**config.mk**
```make
export PLATFORM = sky130hd
export DESIGN_NAME = mac_pipeline
export DESIGN_NICKNAME = d
export VERILOG_FILES = /design/src/rtl/mac_pipeline.sv
export SDC_FILE = /design/constraint.sdc
export NUM_CORES = 1
export LEC_CHECK = 0
export ABC_CLOCK_PERIOD_IN_PS = 5500
export BUFFER_PORTS_ARGS = -buffer_cell sky130_fd_sc_hd__buf_2
export CAP_MARGIN = 20
export CORE_UTILIZATION = 50
export CTS_CLUSTER_DIAMETER = 30
export DETAILED_ROUTE_END_ITERATION = 6
export HOLD_SLACK_MARGIN = 0.15
export PLACE_DENSITY = 0.68
export SETUP_SLACK_MARGIN = 0.3
export SLEW_MARGIN = 0
export SYNTH_ARGS = -nofsm -noshare
export SYNTH_HDL_FRONTEND = slang
export SYNTH_SLANG_ARGS = --single-unit
```
**constraint.sdc**
```tcl
create_clock -name clk -period 5.5 [get_ports clk]
set_input_delay 0 -clock clk [delete_from_list [all_inputs] [get_ports clk]]
set_output_delay 0 -clock clk [all_outputs]
set_load 0.01 [all_outputs]
```
**src/rtl/mac_pipeline.sv**
```systemverilog
// Pipelined signed fixed-point multiply-accumulate unit: streams (input_data, weight) beats,
// accumulates first/last-delimited groups with a bias, and emits rounded, optionally saturated results.
module mac_pipeline #(
    parameter int DATA_WIDTH = 16,
    parameter int FRAC_BITS  = 8,
    parameter int ACC_WIDTH  = 40,
    parameter int MUL_STAGES = 2,
    parameter int SATURATE   = 1
) (
    input  logic                  clk,
    input  logic                  reset,
    input  logic [DATA_WIDTH-1:0] input_data,
    input  logic [DATA_WIDTH-1:0] weight,
    input  logic [DATA_WIDTH-1:0] bias,
    input  logic                  input_weight_valid,
    input  logic                  first,
    input  logic                  last,
    output logic [DATA_WIDTH-1:0] result,
    output logic                  result_valid,
    output logic                  overflow,
    output logic                  seq_error
);

    typedef enum logic {IDLE, ACCUM} state_t;

    localparam logic [ACC_WIDTH:0] ROUND_HALF = (ACC_WIDTH+1)'(1) << (FRAC_BITS - 1);

    logic signed [2*DATA_WIDTH-1:0] product_full;
    logic signed [ACC_WIDTH-1:0]    product_ext;

    assign product_full = $signed(input_data) * $signed(weight);
    assign product_ext  = ACC_WIDTH'(product_full);

    // Each stage owns its registers; the product travels with its flags and bias.
    genvar gi;
    generate
        for (gi = 0; gi < MUL_STAGES; gi++) begin : g_stage
            logic                        valid_in, first_in, last_in;
            logic signed [ACC_WIDTH-1:0] prod_in;
            logic [DATA_WIDTH-1:0]       bias_in;
            logic                        valid_q, first_q, last_q;
            logic signed [ACC_WIDTH-1:0] prod_q;
            logic [DATA_WIDTH-1:0]       bias_q;

            if (gi == 0) begin : g_src
                assign valid_in = input_weight_valid;
                assign first_in = first;
                assign last_in  = last;
                assign prod_in  = product_ext;
                assign bias_in  = bias;
            end else begin : g_src
                assign valid_in = g_stage[gi-1].valid_q;
                assign first_in = g_stage[gi-1].first_q;
                assign last_in  = g_stage[gi-1].last_q;
                assign prod_in  = g_stage[gi-1].prod_q;
                assign bias_in  = g_stage[gi-1].bias_q;
            end

            always_ff @(posedge clk) begin
                if (reset) begin
                    valid_q <= 1'b0;
                end else begin
                    valid_q <= valid_in;
                end
                first_q <= first_in;
                last_q  <= last_in;
                prod_q  <= prod_in;
                bias_q  <= bias_in;
            end
        end
    endgenerate

    logic                        mul_valid, mul_first, mul_last;
    logic signed [ACC_WIDTH-1:0] mul_prod;
    logic [DATA_WIDTH-1:0]       mul_bias;
    logic signed [ACC_WIDTH-1:0] bias_shifted;

    assign mul_valid    = g_stage[MUL_STAGES-1].valid_q;
    assign mul_first    = g_stage[MUL_STAGES-1].first_q;
    assign mul_last     = g_stage[MUL_STAGES-1].last_q;
    assign mul_prod     = g_stage[MUL_STAGES-1].prod_q;
    assign mul_bias     = g_stage[MUL_STAGES-1].bias_q;
    assign bias_shifted = ACC_WIDTH'($signed(mul_bias)) <<< FRAC_BITS;

    state_t                      state_reg, state_next;
    logic signed [ACC_WIDTH-1:0] acc_reg, acc_next;
    logic                        emit_reg, emit_next;
    logic                        seq_error_next;

    always_comb begin
        state_next     = state_reg;
        acc_next       = acc_reg;
        emit_next      = 1'b0;
        seq_error_next = 1'b0;
        if (mul_valid) begin
            // A non-first beat in IDLE is promoted to a group start.
            if (mul_first || state_reg == IDLE) begin
                acc_next = bias_shifted + mul_prod;
            end else begin
                acc_next = acc_reg + mul_prod;
            end
            seq_error_next = (state_reg == IDLE) ? !mul_first : mul_first;
            state_next     = mul_last ? IDLE : ACCUM;
            emit_next      = mul_last;
        end
    end

    always_ff @(posedge clk) begin
        if (reset) begin
            state_reg <= IDLE;
            acc_reg   <= '0;
            emit_reg  <= 1'b0;
            seq_error <= 1'b0;
        end else begin
            state_reg <= state_next;
            acc_reg   <= acc_next;
            emit_reg  <= emit_next;
            seq_error <= seq_error_next;
        end
    end

    // One guard bit keeps the rounding add from wrapping.
    logic signed [ACC_WIDTH:0] rounded;
    logic signed [ACC_WIDTH:0] scaled;
    logic                      fits;
    logic [DATA_WIDTH-1:0]     clipped;

    assign rounded = $signed({acc_reg[ACC_WIDTH-1], acc_reg}) + $signed(ROUND_HALF);
    assign scaled  = rounded >>> FRAC_BITS;
    assign fits    = (&scaled[ACC_WIDTH:DATA_WIDTH-1]) | ~(|scaled[ACC_WIDTH:DATA_WIDTH-1]);
    assign clipped = scaled[ACC_WIDTH] ? {1'b1, {(DATA_WIDTH-1){1'b0}}}
                                       : {1'b0, {(DATA_WIDTH-1){1'b1}}};

    always_ff @(posedge clk) begin
        if (reset) begin
            result       <= '0;
            result_valid <= 1'b0;
            overflow     <= 1'b0;
        end else begin
            result_valid <= emit_reg;
            overflow     <= emit_reg && !fits;
            if (emit_reg) begin
                result <= (SATURATE != 0 && !fits) ? clipped : scaled[DATA_WIDTH-1:0];
            end
        end
    end

endmodule

```
Word level (Yosys, flattened, before mapping)
Index checks and enable logic that the tools add are counted.
Storage, ports and cells
  input port bits: 53
  flip-flop bits (word level): 163
  word-level logic and storage cells: 37
Cells by class
  reduce and logical (&&, ||, !) cells: 7
  multiplexer cells: 5
  $add $sub $neg: 3
  bitwise logic cells: 4
  multiply operators: 1
Operator list (count)
  $add 40x9->41 const B: 1
  $add 40x32->40: 1
  $mux 40: 1
  $add 24x32->33: 1
  $mul 16x16->32: 1
  $mux 16: 2
  $reduce_and 18->1: 1
  $reduce_or 18->1: 1
  $not 1->1: 3
  $logic_not 1->1: 2
  $mux 1: 2
  $reduce_or 2->1: 1
  $logic_and 1x1->1: 1
  $logic_or 1x1->1: 1
  $or 1x1->1: 1

Longest topological paths before layout
Gate-level depths: netlist (run 1).
  word-level depth: 6
  depth in mapped cells: 24
  mapped depth without buffers: 23

Worst setup path before layout (run 1)
OpenSTA, ideal clock, no wires.
  path kind: input port to flip-flop
  from: input input_data[11]
  to: register g_stage[0].prod_q[30]
  arrival: 5.744 ns
  path slack: -0.367 ns
  stages on the path: 21
  cells stage by stage: clkbuf_1 > nand2_1 > fa_1 > fa_1 > fa_1 > fa_1 > inv_1 > fa_1 > inv_1 > fa_1 > inv_1 > ha_1 > a2111oi_0 > o21ai_0 > o21a_1 > o311a_1 > o21ai_0 > a21boi_0 > o31ai_1 > mux2i_1 > nand3_1
On the way
  word-level cells in the longest chain between the ends: 1
RTL lines
  from (decl): line 12  | input logic [DATA_WIDTH-1:0] input_data,
  $mul 16x16->32: line 31  | assign product_full = $signed(input_data) * $signed(weight);
  via product_full[30]: line 28  | logic signed [2*DATA_WIDTH-1:0] product_full;
  to (signal assigned): line 67  | prod_q <= prod_in;
  to (decl): line 42  | logic signed [ACC_WIDTH-1:0] prod_q;
The timed path passes the listed nets, and every way through them passes these cells.
A chain may end at the register's enable or synchronous reset.

Worst setup path after layout (run 1)
  from: input input_data[6]
  to: register g_stage[0].prod_q[31] (netlist name)
On the way
  word-level cells in the longest chain between the ends: 1
RTL lines (line)
  $mul 16x16->32: 31
  via product_full[31]: 28
The timed path passes the listed nets, and every way through them passes these cells.

==> results of run 1 <==
[logic make-up (layout without fill, tap and decap cells)]
| family | Yosys count | after routing | share of synthesized area, % |
|---|---|---|---|
| AO/OA/AOI/OAI | 360 | 360 | 13.5 |
| buffers and inverters | 436 | 608 | 8.98 |
| XOR/XNOR | 89 | 89 | 4.17 |
| AND/OR/NAND/NOR | 648 | 648 | 17.4 |
| adder cells (fa/ha/maj) | 411 | 411 | 38.1 |
| flip-flops | 163 | 163 | 17.4 |
| multiplexers | 9 | 9 | 0.488 |
[cell usage in the layout, fill, tap and decap left out, types with 19 or more instances in the layout]
master / n
a211oi_1: 24
o21ai_0: 45
nand2_1: 173
nor3_1: 33
ha_1: 135
xnor2_1: 60
o21a_1: 24
and2_1: 128
xor2_1: 29
buf_4: 114
a21o_1: 37
inv_1: 341
buf_2: 51
a21oi_1: 79
fa_1: 252
nand3_1: 34
nor2_1: 141
dlygate4sd3_1: 23
nand2b_1: 19
dfxtp_1: 162
[through the flow]
step                      hold WS, ns  utilization (%)  area, sq um
after global routing            0.187             58.8        21600
final                           0.193             58.8        21600
after CTS                       0.177             58.1        21300
after detailed placement        0.104             55.4        20300
after global placement          0.103             55.4        20300
after floorplan                0.0277                -        19000
[critical path, stage by stage]
cell and delay, ns:
buf_6 0.12, buf_6 0.12, buf_4 0.13, and2_1 0.15
fa_1 0.55, fa_1 0.44, fa_1 0.58, fa_1 0.46
fa_1 0.50, inv_1 0.05, fa_1 0.49, inv_2 0.05
ha_4 0.20, or2_4 0.22, a21oi_2 0.15, a21oi_2 0.06
o41a_1 0.45, a2111o_1 0.41, a21o_1 0.18, a21oi_2 0.14
xnor2_1 0.12
[final cells by class]
class | count | share of cell area (%)
multi-input combinational | 1517 | 65.1
sequential | 163 | 15.1
timing repair buffer | 218 | 7.81
inverter | 358 | 6.25
tap | 468 | 2.71
clock buffer | 18 | 1.99
clock inverter | 14 | 0.974
[worst max-delay path by stage]
stage                       start                     to  cells after the start
floorplan           input_data[6]  g_stage[0].prod_q[31]                     22
global placement        weight[4]  g_stage[0].prod_q[30]                     23
detailed placement      weight[4]  g_stage[0].prod_q[30]                     23
CTS                     weight[4]  g_stage[0].prod_q[31]                     24
global route           weight[15]  g_stage[0].prod_q[31]                     21
finish              input_data[6]  g_stage[0].prod_q[31]                     21
[per-layer routing]
layer  global-route usage (%)  part of all wire, %  vias up
li1                         -                    -     7203
met3                     2.23                  3.5       65
met4                     6.88                  1.9        0
met2                     41.0                   49      370
met5                        0                    0        -
met1                     31.2                   46     7165
[timing repair]
item / in CTS / in global routing
endpoints found under the hold margin: 26 / 0
setup endpoints to repair: 4 / 9
buffers inserted: 3 / 9
hold buffers: 23 / 0
cloned: 1 / 0
gates resized for setup: 23 / 74
pin swaps: 14 / 30
==> results.py, run 1 <==
metrics = {
    "yosys": {
        "synth_most_common_cell": "inv_1",
        "synth_edf_count": 0,
        "synthTopCellsByCount": "inv_1 (356), fa_1 (264), nand2_1 (176)",
        "yosys_warnings": 0,
        "postSynthCellCount": 2116,
        "ys_async_sr_fraction_pct": 0,
        "synth.avg_cell_area_sq_um": 8.84,
        "syn_area_sq_um": 18700,
        "synth_top_cell_by_area": "fa_1",
        "synth_area_leaders": "fa_1 (28%), dfxtp_1 (17%), ha_1 (9.8%), inv_1 (7.1%), and2_1 (4.6%)",
        "syn-num-nets": 2580,
        "ys_seq_elements": 163,
        "ys.flop_type": "dfxtp_1",
        "synth.top_cell.area_share_pct": 28.3,
        "ys_types": 76,
        "ys_seq_area_share_pct": 17.4,
    },
    "setup_path": {
        "end_kind": "flop",
        "start_kind": "input port",
        "reg2reg_to": "acc_reg[39]",
        "critPathKind": "in -> reg",
        "critical_path_required_ns": 5.87,
        "r2r_cells": 12,
        "reg2reg_slack_ns": 1.60,
        "cp_max_fo": 8,
        "r2r-start": "g_stage[1].prod_q[8]",
        "crit_arrival_ns": 5.57,
    },
    "floorplan": {
        "die_w_um": 195,
        "rows": 70,
        "die_h_um": 195,
        "io_pins": 72,
        "start_util_pct": 51.0,
        "die_area_sq_um": 38200,
        "core_sq_um": 36700,
    },
    "layout": {
        "drive_gt1_share_pct": 14.4,
        "diodes": 0,
        "multi_input_area_sq_um": 14100,
        "layout.nets": 2739,
        "register_area_sq_um": 3260,
        "layout-area-overhead-vs-synth_pct": 15.4,
        "nFillCells": 3257,
        "largest_reg_flops": 64,
        "final_cell_count_no_fill": 2756,
    },
    "timing": {
        "tightest_slew_ns": 0.932,
        "fin_crit_sh_pct": 94.6,
        "worst_slack_ns": 0.296,
        "slew_violations": 0,
        "tns_ns": 0,
        "fmax_mhz": 192,
        "maxSlewHeadroom_pct": 36.3,
        "min_period_ns": 5.20,
        "setup_viol": 0,
        "rsz0062_at_grt": "true",
        "finalClockSkew_ns": 0.0113,
        "hold_viol": 0,
    },
    "place": {
        "dp.cells": 2688,
        "finalWeightedCongestion": 0.929,
        "dpl_worst_slack_ns": -0.330,
        "numPortBuffers": 71,
        "dp_hpwl_mm": 35.8,
    },
    "routing": {
        "vias_per_cell": 5.37,
        "drt-initial-drc-count": 929,
        "dr.pass1.iters": 6,
        "ant_nets": 0,
        "drc": 0,
        "num_vias": 14800,
        "route.final.wire_length_mm": 43.8,
        "wl_per_cell_um": 15.9,
    },
    "clock_network": {
        "cts_tree": "yes",
        "root_buffer": "clkbuf_16",
        "clk_latency_ns": 0.44,
        "cts_buffer_depth": 2,
        "cts-htree-levels": 4,
        "clk_pin_slew_ns": 0.07,
        "numCtsBuffers": 17,
        "clock_sinks": 163,
    },
    "global_route": {
        "grt_usage_pct": 23.6,
        "grt_pass1_wl_mm": 73.5,
        "grt_start_max_net_pins": 48,
        "grt_antenna_before_repair": 0,
        "gr-total-overflow": 0,
        "grt_pass1_vias": 15200,
    },
    "worst_hold_path": {
        "hold_path_depth": 2,
        "hp-start": "bias[5]",
        "worstHoldEndpoint": "g_stage[0].bias_q[5]",
        "min_path_type": "in -> reg",
    },
    "status": {
        "status": "complete, no violations",
    },
    "run": {
        "drv_cap": 0,
    },
}
Power of run 1 is not shown: default switching activity piles up to over one toggle a cycle in this logic, so the estimate is an artifact.
==> run 2: changes to the inputs <==
--- a/config.mk
+++ b/config.mk
@@ -5,14 +5,14 @@
 export SDC_FILE = /design/constraint.sdc
 export NUM_CORES = 1
 export LEC_CHECK = 0
-export ABC_CLOCK_PERIOD_IN_PS = 5500
+export ABC_CLOCK_PERIOD_IN_PS = 6100
 export BUFFER_PORTS_ARGS = -buffer_cell sky130_fd_sc_hd__buf_2
 export CAP_MARGIN = 20
 export CORE_UTILIZATION = 50
 export CTS_CLUSTER_DIAMETER = 30
 export DETAILED_ROUTE_END_ITERATION = 6
 export HOLD_SLACK_MARGIN = 0.15
-export PLACE_DENSITY = 0.68
+export PLACE_DENSITY = 0.66
 export SETUP_SLACK_MARGIN = 0.3
 export SLEW_MARGIN = 0
 export SYNTH_ARGS = -nofsm -noshare
==> constraint.sdc (replaced) <==
create_clock -name clk -period 6.1 [get_ports clk]
set_input_delay 0 -clock clk [delete_from_list [all_inputs] [get_ports clk]]
set_output_delay 0 -clock clk [all_outputs]
set_load 0.01 [all_outputs]
==> run 2 against run 1 <==
Global-route usage is 0.39 points higher. Via count is 1.7% lower. Critical path depth is 2 higher. Die area stayed put. Sequential cell count stayed put. Count of clock-buffer cells in the layout is 1 lower. Cell count is 2.1% lower. Clock skew is 0.0031 ns lower.
==> results.py, run 2 (same netlist as run 1, synthesis figures left out) <==
metrics = {
    "setup_path": {
        "crit_arrival_ns": 5.91,
        "start_kind": "input port",
        "end_kind": "flop",
        "critical_path_required_ns": 6.48,
        "r2r_cells": 9,
        "r2r-start": "acc_reg[15]",
        "reg2reg_to": "result[1]",
        "critPathKind": "in -> reg",
        "crit_start": "weight[1]",
        "cp_max_fo": 9,
        "crit_end": "g_stage[0].prod_q[31]",
        "reg2reg_slack_ns": 2.35,
    },
    "clock_network": {
        "clk_pin_slew_ns": 0.07,
        "clk_latency_ns": 0.44,
        "cts-htree-levels": 4,
        "numCtsBuffers": 17,
        "clock_sinks": 163,
        "cts_buffer_depth": 2,
        "root_buffer": "clkbuf_16",
        "cts_tree": "yes",
    },
    "floorplan": {
        "die_w_um": 195,
        "rows": 70,
        "die_h_um": 195,
        "die_area_sq_um": 38200,
        "io_pins": 72,
        "core_sq_um": 36700,
        "start_util_pct": 51.0,
    },
    "timing": {
        "fin_crit_sh_pct": 90.6,
        "tns_ns": 0,
        "slew_violations": 0,
        "rsz0062_at_grt": "false",
        "hold_viol": 0,
        "fmax_mhz": 181,
        "setup_viol": 0,
        "tightest_slew_ns": 0.861,
        "timing.hold.ws_ns": 0.186,
        "min_period_ns": 5.53,
        "finalClockSkew_ns": 0.00823,
        "maxSlewHeadroom_pct": 42.6,
    },
    "routing": {
        "route.final.wire_length_mm": 44.1,
        "drc": 0,
        "dr.pass1.iters": 5,
        "vias_per_cell": 5.40,
        "ant_nets": 0,
        "drt-initial-drc-count": 841,
        "wl_per_cell_um": 16.4,
        "num_vias": 14600,
    },
    "global_route": {
        "grt_start_max_net_pins": 76,
        "grt_usage_pct": 24.0,
        "gr-total-overflow": 0,
        "grt_antenna_before_repair": 0,
        "grt_pass1_vias": 15000,
        "grt_pass1_wl_mm": 74.1,
    },
    "status": {
        "status": "complete, no violations",
    },
    "layout": {
        "final_cell_mix": "inv_1 (356), fa_1 (263), nand2_1 (176), dfxtp_1 (162), ha_1 (147)",
        "design_area_sq_um": 20700,
        "largest_reg_flops": 64,
        "layout-area-overhead-vs-synth_pct": 10.8,
        "drive_gt1_share_pct": 9.29,
        "diodes": 0,
        "final_common_cell": "inv_1",
        "final_cell_count_no_fill": 2697,
        "layout.nets": 2680,
    },
    "place": {
        "place_area_sq_um": 19800,
        "numPortBuffers": 71,
        "finalWeightedCongestion": 0.927,
        "dp_hpwl_mm": 36.1,
        "dp.cells": 2638,
    },
    "run": {
        "drv_cap": 0,
    },
    "worst_hold_path": {
        "min_path_type": "in -> reg",
    },
}
## run 2: cell types whose count changed in the layout (fill, tap and decap cells not counted), moves of 11 or more
cell,change
inv_2,-13
buf_4,-51
buf_6,-18
ha_1,+12
fa_2,-11
and2_4,-11
buf_2,+18
fa_1,+11
and2_1,+11
inv_1,+15
## run 2: critical path, cell delays in order
cell	delay [ns]
buf_2	0.21
buf_4	0.16
nand2_1	0.08
inv_1	0.12
fa_2	0.50
fa_1	0.50
inv_1	0.05
fa_1	0.49
inv_1	0.05
fa_1	0.49
fa_1	0.49
inv_1	0.05
fa_1	0.47
inv_1	0.04
ha_1	0.34
or2_2	0.31
a21oi_1	0.14
a21oi_1	0.07
o41a_1	0.41
a2111o_1	0.45
a21o_1	0.19
a21oi_2	0.15
xnor2_1	0.12
## run 2: final cells by class
| class | count | area, sq um |
|---|---|---|
| clock buffers | 17 | 425 |
| clock inverters | 15 | 213 |
| fillers | 3325 | 16000 |
| inverters | 358 | 1340 |
| multi-input cells | 1517 | 13800 |
| flip-flops and latches | 163 | 3260 |
| well taps | 468 | 586 |
| repair buffers | 159 | 1090 |
## run 2: repair_timing
item / 4_1_cts / 5_1_grt
gates resized for setup: 0 / 16
buffers inserted: 0 / 3
endpoints found under the setup margin: 0 / 5
hold endpoints to repair: 26 / 0
hold buffers: 24 / 0
## run 2: through the flow
stage,util (%),worst slack [ns]
2_1_floorplan,-,0.304
3_3_place_gp,53.9,0.00175
3_5_place_dp,53.9,-0.0793
4_1_cts,56.3,0.393
5_1_grt,56.5,0.301
6_report,56.5,0.571
## run 2: worst min path at each step
stage | start | endpoint | slack, ns | cells past startpoint
final | bias[5] | g_stage[0].bias_q[5] | 0.19 | 2
after global routing | bias[11] | g_stage[0].bias_q[11] | 0.19 | 2
after CTS | bias[8] | g_stage[0].bias_q[8] | 0.17 | 2
after detailed placement | bias[15] | g_stage[0].bias_q[15] | 0.10 | 1
after global placement | bias[8] | g_stage[0].bias_q[8] | 0.10 | 1
after floorplan | bias[0] | g_stage[0].bias_q[0] | 0.03 | 0
## run 2: routing by layer
metal | track usage [%] | part of all wire, % | vias to the layer above
met1 | 32.3 | 46 | 7018
met2 | 41.2 | 48 | 390
li1 | - | - | 7092
met5 | 0 | 0 | -
met4 | 6.45 | 1.8 | 0
met3 | 2.35 | 4.2 | 58
Power of run 2 is left out for the same reason.
